<file path="src/rtl/call_request_encoder.sv">
// Pends floor calls from synchronized button rising edges and emits them round-robin, GAP idle cycles apart.
// Build with CALL_DEBOUNCE_EN to gate each call on DEBOUNCE_CYCLES consecutive high samples.
module call_request_encoder #(
    parameter int NUM_FLOORS      = 16,
    parameter int GAP             = 2,
    parameter int DEBOUNCE_CYCLES = 4
) (
    input  logic                  clk_i,
    input  logic                  rst_ni,
    input  logic [NUM_FLOORS-1:0] btn_i,
    input  logic [3:0]            floor_l1_i,
    input  logic [3:0]            floor_l2_i,
    output logic                  req_valid_o,
    output logic [3:0]            req_new_o,
    output logic [NUM_FLOORS-1:0] pending_o
);
    localparam int IW = (NUM_FLOORS > 1) ? $clog2(NUM_FLOORS) : 1;

    logic [NUM_FLOORS-1:0] sync1_q, sync2_q;
    logic [1:0]            primed_q;
    logic [NUM_FLOORS-1:0] event_w;

    // primed_q[1] marks the point where sync2_q first carries a real button sample after reset
    always_ff @(posedge clk_i or negedge rst_ni) begin
        if (!rst_ni) begin
            sync1_q  <= '0;
            sync2_q  <= '0;
            primed_q <= '0;
        end else begin
            sync1_q  <= btn_i;
            sync2_q  <= sync1_q;
            primed_q <= {primed_q[0], 1'b1};
        end
    end

`ifdef CALL_DEBOUNCE_EN
    logic [7:0]            cnt_q [NUM_FLOORS];
    logic [NUM_FLOORS-1:0] lock_q;

    // lock_q suppresses buttons held through reset until they are seen released
    always_ff @(posedge clk_i or negedge rst_ni) begin
        if (!rst_ni) begin
            for (int i = 0; i < NUM_FLOORS; i++) cnt_q[i] <= '0;
            lock_q <= '1;
        end else begin
            for (int i = 0; i < NUM_FLOORS; i++) begin
                if (!sync2_q[i])
                    cnt_q[i] <= '0;
                else if (cnt_q[i] != 8'(DEBOUNCE_CYCLES))
                    cnt_q[i] <= cnt_q[i] + 8'd1;
                if (primed_q[1] && !sync2_q[i])
                    lock_q[i] <= 1'b0;
            end
        end
    end

    always_comb begin
        event_w = '0;
        for (int i = 0; i < NUM_FLOORS; i++)
            event_w[i] = sync2_q[i] && !lock_q[i] && (cnt_q[i] == 8'(DEBOUNCE_CYCLES - 1));
    end
`else
    logic [NUM_FLOORS-1:0] prev_q;

    // Previous level starts all-ones so a button held through reset shows no rising edge
    always_ff @(posedge clk_i or negedge rst_ni) begin
        if (!rst_ni)
            prev_q <= '1;
        else if (primed_q[1])
            prev_q <= sync2_q;
    end

    assign event_w = sync2_q & ~prev_q;
`endif

    logic [NUM_FLOORS-1:0] pend_q, pend_d, at_lift, cand, emit_mask;
    logic [3:0]            rr_q, rr_d, gap_q, gap_d, new_q, new_d, sel;
    logic [IW-1:0]         idx;
    logic                  emit, found, valid_q;

    always_comb begin
        at_lift = '0;
        for (int i = 0; i < NUM_FLOORS; i++)
            at_lift[i] = (floor_l1_i == 4'(i)) || (floor_l2_i == 4'(i));
    end

    // Floors a lift is standing at are never offered for emission
    assign cand = pend_q & ~at_lift;

    always_comb begin
        sel   = rr_q;
        found = 1'b0;
        idx   = '0;
        for (int off = 0; off < NUM_FLOORS; off++) begin
            idx = IW'((int'(rr_q) + off) % NUM_FLOORS);
            if (!found && cand[idx]) begin
                found = 1'b1;
                sel   = 4'(idx);
            end
        end
    end

    always_comb begin
        emit      = (gap_q == 4'd0) && found;
        emit_mask = emit ? (NUM_FLOORS'(1) << sel) : '0;
        pend_d    = (pend_q | event_w) & ~at_lift & ~emit_mask;
        rr_d      = rr_q;
        gap_d     = (gap_q != 4'd0) ? gap_q - 4'd1 : gap_q;
        new_d     = new_q;
        if (emit) begin
            rr_d  = (sel == 4'(NUM_FLOORS - 1)) ? 4'd0 : sel + 4'd1;
            gap_d = 4'(GAP);
            new_d = sel;
        end
    end

    always_ff @(posedge clk_i or negedge rst_ni) begin
        if (!rst_ni) begin
            pend_q  <= '0;
            rr_q    <= '0;
            gap_q   <= '0;
            new_q   <= '0;
            valid_q <= 1'b0;
        end else begin
            pend_q  <= pend_d;
            rr_q    <= rr_d;
            gap_q   <= gap_d;
            new_q   <= new_d;
            valid_q <= emit;
        end
    end

    assign req_valid_o = valid_q;
    assign req_new_o   = new_q;
    assign pending_o   = pend_q;
endmodule

</file>
<file path="config.mk">
export PLATFORM = sky130hd
export DESIGN_NAME = call_request_encoder
export DESIGN_NICKNAME = d
export VERILOG_FILES = /design/src/rtl/call_request_encoder.sv
export SDC_FILE = /design/constraint.sdc
export NUM_CORES = 1
export LEC_CHECK = 0
export CAP_MARGIN = 0
export CORE_UTILIZATION = 41
export CTS_BUF_LIST = sky130_fd_sc_hd__clkbuf_8
export DETAILED_ROUTE_END_ITERATION = 12
export PLACE_DENSITY_LB_ADDON = 0.1
export SLEW_MARGIN = 40
export SYNTH_ARGS = -nofsm -noshare
export SYNTH_HDL_FRONTEND = slang
export SYNTH_SLANG_ARGS = --single-unit
</file>
<file path="constraint.sdc">
create_clock -name clk_i -period 12.5 [get_ports clk_i]
set_input_delay 1.25 -clock clk_i [delete_from_list [all_inputs] [get_ports clk_i]]
set_output_delay 1.25 -clock clk_i [all_outputs]
set_load 0.005 [all_outputs]
</file>
==> results of run 1 <==
[sequential cells by signal, summed over array words and instances, names as in the netlist]
signal,count
sync1_q,16
rr_q,4
pending_o,16
sync2_q,16
gap_q,4
req_valid_o,1
req_new_o,4
primed_q,2
prev_q,16
[per-stage QoR]
step | setup slack [ns] | instances | cell area (um^2) | util
after global placement | 5.626 | 877 | 6854 | 0.4646
after detailed placement | 5.628 | 877 | 6865 | 0.4653
after floorplan | 7.333 | 681 | 6281 | -
after global routing | 5.548 | 894 | 7119 | 0.4825
after CTS | 6.005 | 893 | 7111 | 0.4819
final | 5.878 | 894 | 7119 | 0.4825
[worst max path at each step]
stage,from,endpoint,slack [ns]
after global routing,floor_l1_i[2],pending_o[7]$_DFF_PN0_,5.55
after global placement,floor_l1_i[2],pending_o[9]$_DFF_PN0_,5.63
after CTS,floor_l1_i[2],pending_o[9]$_DFF_PN0_,6.01
final,floor_l1_i[2],pending_o[9]$_DFF_PN0_,5.88
after floorplan,floor_l1_i[0],pending_o[15]$_DFF_PN0_,7.33
after detailed placement,floor_l1_i[2],pending_o[9]$_DFF_PN0_,5.63
[cells by family after synthesis]
group           Yosys count  share of synthesized area
simple gates            287                     0.2705
compound gates          168                     0.2066
flops                    79                     0.3179
buf+inv                  76                    0.04821
mux                      42                     0.1082
fa+ha+maj                15                    0.02988
xor+xnor                 13                    0.01813
other cells               1                  0.0005970
[area by class of cell]
class,instances,area (um^2),area share
Tap cell,184,230.2,0.03234
Clock inverter,7,121.4,0.01705
Sequential cell,79,1998,0.2807
Multi-Input combinational cell,526,3991,0.5606
Timing Repair Buffer,55,526.8,0.07399
Clock buffer,9,123.9,0.01740
Inverter,34,127.6,0.01793
[cell usage in the layout (no fill, tap or decap), types with 19 or more instances in the layout]
cell	netlist	layout
nand2_1	73	73
dfrtp_1	63	62
clkdlybuf4s50_1	0	45
nor2_1	39	38
o21ai_0	32	32
inv_1	30	30
a21oi_1	30	30
nand3_1	29	29
nor3_1	24	24
and3_1	19	19
mux4_2	19	19
[per-layer routing]
layer	track usage	routed length, um	up-vias
met5	0	0	-
met4	0.1290	856	0
met3	0.04843	1555	51
met2	0.4268	9407	269
met1	0.3521	8808	2832
li1	-	-	2667
==> impl_metrics.ini, run 1 <==
[yosys]
ys.flop_type = dfrtp_1
synth_warnings = 0
ys_types = 88
async_reset_ff_frac = 1.000
synth_edf_count = 0
yosysTopAreaCell = dfrtp_1
syn_inst = 681
syn_nets = 722
avgSynthCellArea_um2 = 9.223
synth_top_area_share = 0.2510
synth_top_cells_by_area = dfrtp_1, mux4_2, dfstp_2
synth_seq_cells = 79
yosys-top-cells-count = nand2_1, dfrtp_1, nor2_1
synth.most_common_cell = nand2_1
ys_seq_area_frac = 0.3179
synth_area_um2 = 6281

[cells_and_area]
nNetsFinal = 746
drive_above_1_share = 0.1507
area_growth_pct = 13.35
antenna_cells = 0
n_fill_cell = 1406

[clock_tree]
h-tree-depth = 3
cts_root_buf = clkbuf_8
path_clk_slew_ns = 0.07
cts_hold_buf = 0
cts.sinks = 79
cts_tree = built
postCtsSetupBuffers = 0
cts_resized = 0
cts_made_buffers = 9
clk_latency_ns = 0.35
ctsLongestPathBuffers = 2

[hold_path]
holdPathEnd = sync2_q[3]$_DFF_PN0_
min_path_type = reg -> reg
hold_depth = 0
min_from = sync1_q[3]$_DFF_PN0_

[placement]
portBuffers = 46
routabilityCongestion = 0.9365
dp_hpwl_um = 15710

[global_route]
grt_usage = 0.2676
grt-ovfl-total = 0
grt_pass1_wl_um = 32120
grt_antenna_before_repair = 0
grt_max_degree = 80
grt_pass1_vias = 5566

[run_status]
run_status = finished, final reports clean

[setup_path]
crit_buf_inv = 2
start_kind = input pin
worst-endpoint-arrival_ns = 6.84
required_ns = 12.72
setup.worst_path.end_class = flip-flop
crit_fanout = 25
worstSetupPathType = in -> reg
rrSetupSlack_ns = 5.97
r2r_cells = 19
max_stage_delay_ns = 0.96
cp_top_family = simple AND/OR/NAND/NOR gates
crit_slowest_cell = clkdlybuf4s50_1
reg2reg_to = pending_o[7]$_DFF_PN0_
crit_chain = clkdlybuf4s50_1 > or4bb_1 > nand3_1 > mux4_2 > mux2i_1 > mux2_2 > nor4_2 > a21boi_2 > nand3_2 > o21ai_1 > inv_1 > nand2_1 > nor2_2 > a2111oi_2
rr_startpoint = rr_q[0]$_DFFE_PN0P_
worstSetupPathDepth = 14

[floorplanning]
start_util = 0.4257
ios = 47
dieHeight_um = 125.8
std_cell_rows = 44
fp.coreArea_um2 = 14750
die_area_um2 = 15820
die_x_um = 125.8

[sta]
max_freq_mhz = 151.0
hold_viol = 0
timing.final.crit_share = 0.5298
finalClockSkew_ns = 0.01128
tns_ns = 0
drv_slew = 0
fin_crit_ns = 6.622
whs_ns = 0.3500
rsz0062_at_grt = no
relSlewSlack = 0.4434
tightestPinTransition_ns = 0.8289
setup_viol = 0

[route]
antenna_left = 0
drt-vias-per-instance = 6.509
vias = 5819
dr.pass1.iters = 6
wl_per_cell_um = 23.07
drc = 0
drt_iter0_drc = 477
routed_wl_um = 20630

[run]
maxCapViolCount = 0
Power of run 1 is left out: the tool's default activity adds up to more than one toggle a clock period on the data nets, which glitch-free logic cannot reach.
==> inputs of run 2 (changes only) <==
- clock period: 12.5 -> 5.9 ns (I/O delays scaled with it)
==> run 2 against run 1 <==
Critical path type unchanged. Sequential share of layout area decreased by 0.60 points. Routed wire length increased by 1.5%. Global-route usage increased by 0.11 points. Clock skew decreased by 0.0052 ns. Worst setup slack got worse by 5.3 ns. First-iteration DRC count increased by 29%. Clock-buffer cell count unchanged. Non-clock buffer count increased by 24. Critical path depth increased by 1. Hold slack got worse by 0.10 ns. Register-to-register slack got worse by 5.0 ns.
==> impl_metrics.ini, run 2 (synthesis results as in run 1) <==
[run_status]
run_status = finished, final reports clean

[global_route]
grt_pass1_vias = 5529
grt_max_degree = 80
grt-ovfl-total = 0
grt_pass1_wl_um = 32350
grt_usage = 0.2687
grt_antenna_before_repair = 0

[route]
wirelength_met1_um = 9195
dr.pass1.iters = 5
antenna_left = 0
dr_wl_met3_um = 1318
wl_per_cell_um = 22.81
drc = 0
wl_met2_um = 9622
routed_wl_um = 20940
vias = 5898
drt-vias-per-instance = 6.425
highest_layer = met4
drt_iter0_drc = 613

[run]
maxCapViolCount = 0

[setup_path]
r2r_cells = 17
crit_slowest_cell = clkdlybuf4s50_1
required_ns = 6.14
crit_chain = clkdlybuf4s50_1 > or4b_1 > and3_1 > mux4_2 > a221o_1 > nor4_2 > a21boi_2 > nand2_1 > a21oi_1 > o32ai_1 > a22oi_1 > inv_1 > ha_1 > ha_1 > a2111oi_2
crit_fanout = 18
start_kind = input pin
crit_top_cell = ha_1
worst-endpoint-arrival_ns = 5.55
reg2reg_to = pending_o[15]$_DFF_PN0_
rrSetupSlack_ns = 0.97
max_stage_delay_ns = 0.78
worstSetupPathType = in -> reg
rr_startpoint = rr_q[1]$_DFFE_PN0P_
setup.worst_path.end_class = flip-flop

[floorplanning]
dieHeight_um = 125.8
fp.coreArea_um2 = 14750
die_x_um = 125.8
ios = 47
std_cell_rows = 44
die_area_um2 = 15820
start_util = 0.4257

[clock_tree]
path_clk_slew_ns = 0.08
cts_made_buffers = 9
postCtsSetupBuffers = 0
cts_tree = built
cts_resized = 0
clk_latency_ns = 0.35
cts_hold_buf = 0
ctsLongestPathBuffers = 2
h-tree-depth = 3
cts_root_buf = clkbuf_8
cts.sinks = 79

[cells_and_area]
final_common_cell = nand2_1
drive_above_1_share = 0.1757
antenna_cells = 0
n_fill_cell = 1412
multi_input_area_um2 = 3989
area_growth_pct = 15.84
final_cell_mix = nand2_1, dfrtp_1, clkdlybuf4s50_1
seq_area_um2 = 1998
nNetsFinal = 770

[sta]
hold_viol = 0
finalClockSkew_ns = 0.006076
max_freq_mhz = 188.5
tns_ns = 0
rsz0062_at_grt = no
setup_viol = 0
drv_slew = 0
tightestPinTransition_ns = 0.8026
timing.final.crit_share = 0.8989
relSlewSlack = 0.4574
fin_crit_ns = 5.304

[hold_path]
min_path_type = in -> async

[placement]
routabilityCongestion = 0.9056
dp_hpwl_um = 16260
portBuffers = 46
run 2: worst max-delay path, delay by kind of cell:
family          cells  cell delay, ns
compound gates      6            1.69
simple gates        4            1.32
buf+inv             2            0.92
mux                 1            0.50
fa+ha+maj           2            0.50
run 2: final cells by class:
cell class	count	area share
Sequential cell	79	0.2746
Inverter	34	0.01754
Clock buffer	9	0.01702
Clock inverter	7	0.01341
Timing Repair Buffer	79	0.09751
Multi-Input combinational cell	526	0.5482
Tap cell	184	0.03164
run 2: worst max-delay path by stage:
stage / startpoint / to / slack, ns / cells after the start
after floorplan: rr_q[0]$_DFFE_PN0P_ / pending_o[7]$_DFF_PN0_ / 0.82 / 21
after global placement: floor_l1_i[1] / pending_o[15]$_DFF_PN0_ / 0.38 / 15
after detailed placement: floor_l1_i[1] / pending_o[15]$_DFF_PN0_ / 0.32 / 15
after CTS: floor_l1_i[1] / pending_o[15]$_DFF_PN0_ / 0.68 / 15
after global routing: floor_l2_i[3] / pending_o[8]$_DFF_PN0_ / 0.38 / 16
final: floor_l1_i[1] / pending_o[15]$_DFF_PN0_ / 0.60 / 15
run 2: per-layer routing:
| metal | up-vias | track usage |
|---|---|---|
| met3 | 45 | 0.03441 |
| met2 | 266 | 0.4235 |
| li1 | 2713 | - |
| met5 | - | 0 |
| met1 | 2874 | 0.3650 |
| met4 | 0 | 0.1347 |
run 2: stage by stage:
step	setup slack, ns	instances	hold slack, ns	util	instance area, um^2
floorplan	0.8214	681	0.2944	-	6281
global placement	0.3818	902	0.3319	0.4773	7042
detailed placement	0.3178	902	0.3347	0.4780	7053
CTS	0.6756	918	0.2716	0.4930	7274
global route	0.3837	918	0.3024	0.4931	7276
finish	0.5963	918	0.2473	0.4931	7276
Power of run 2 is left out for the same reason.
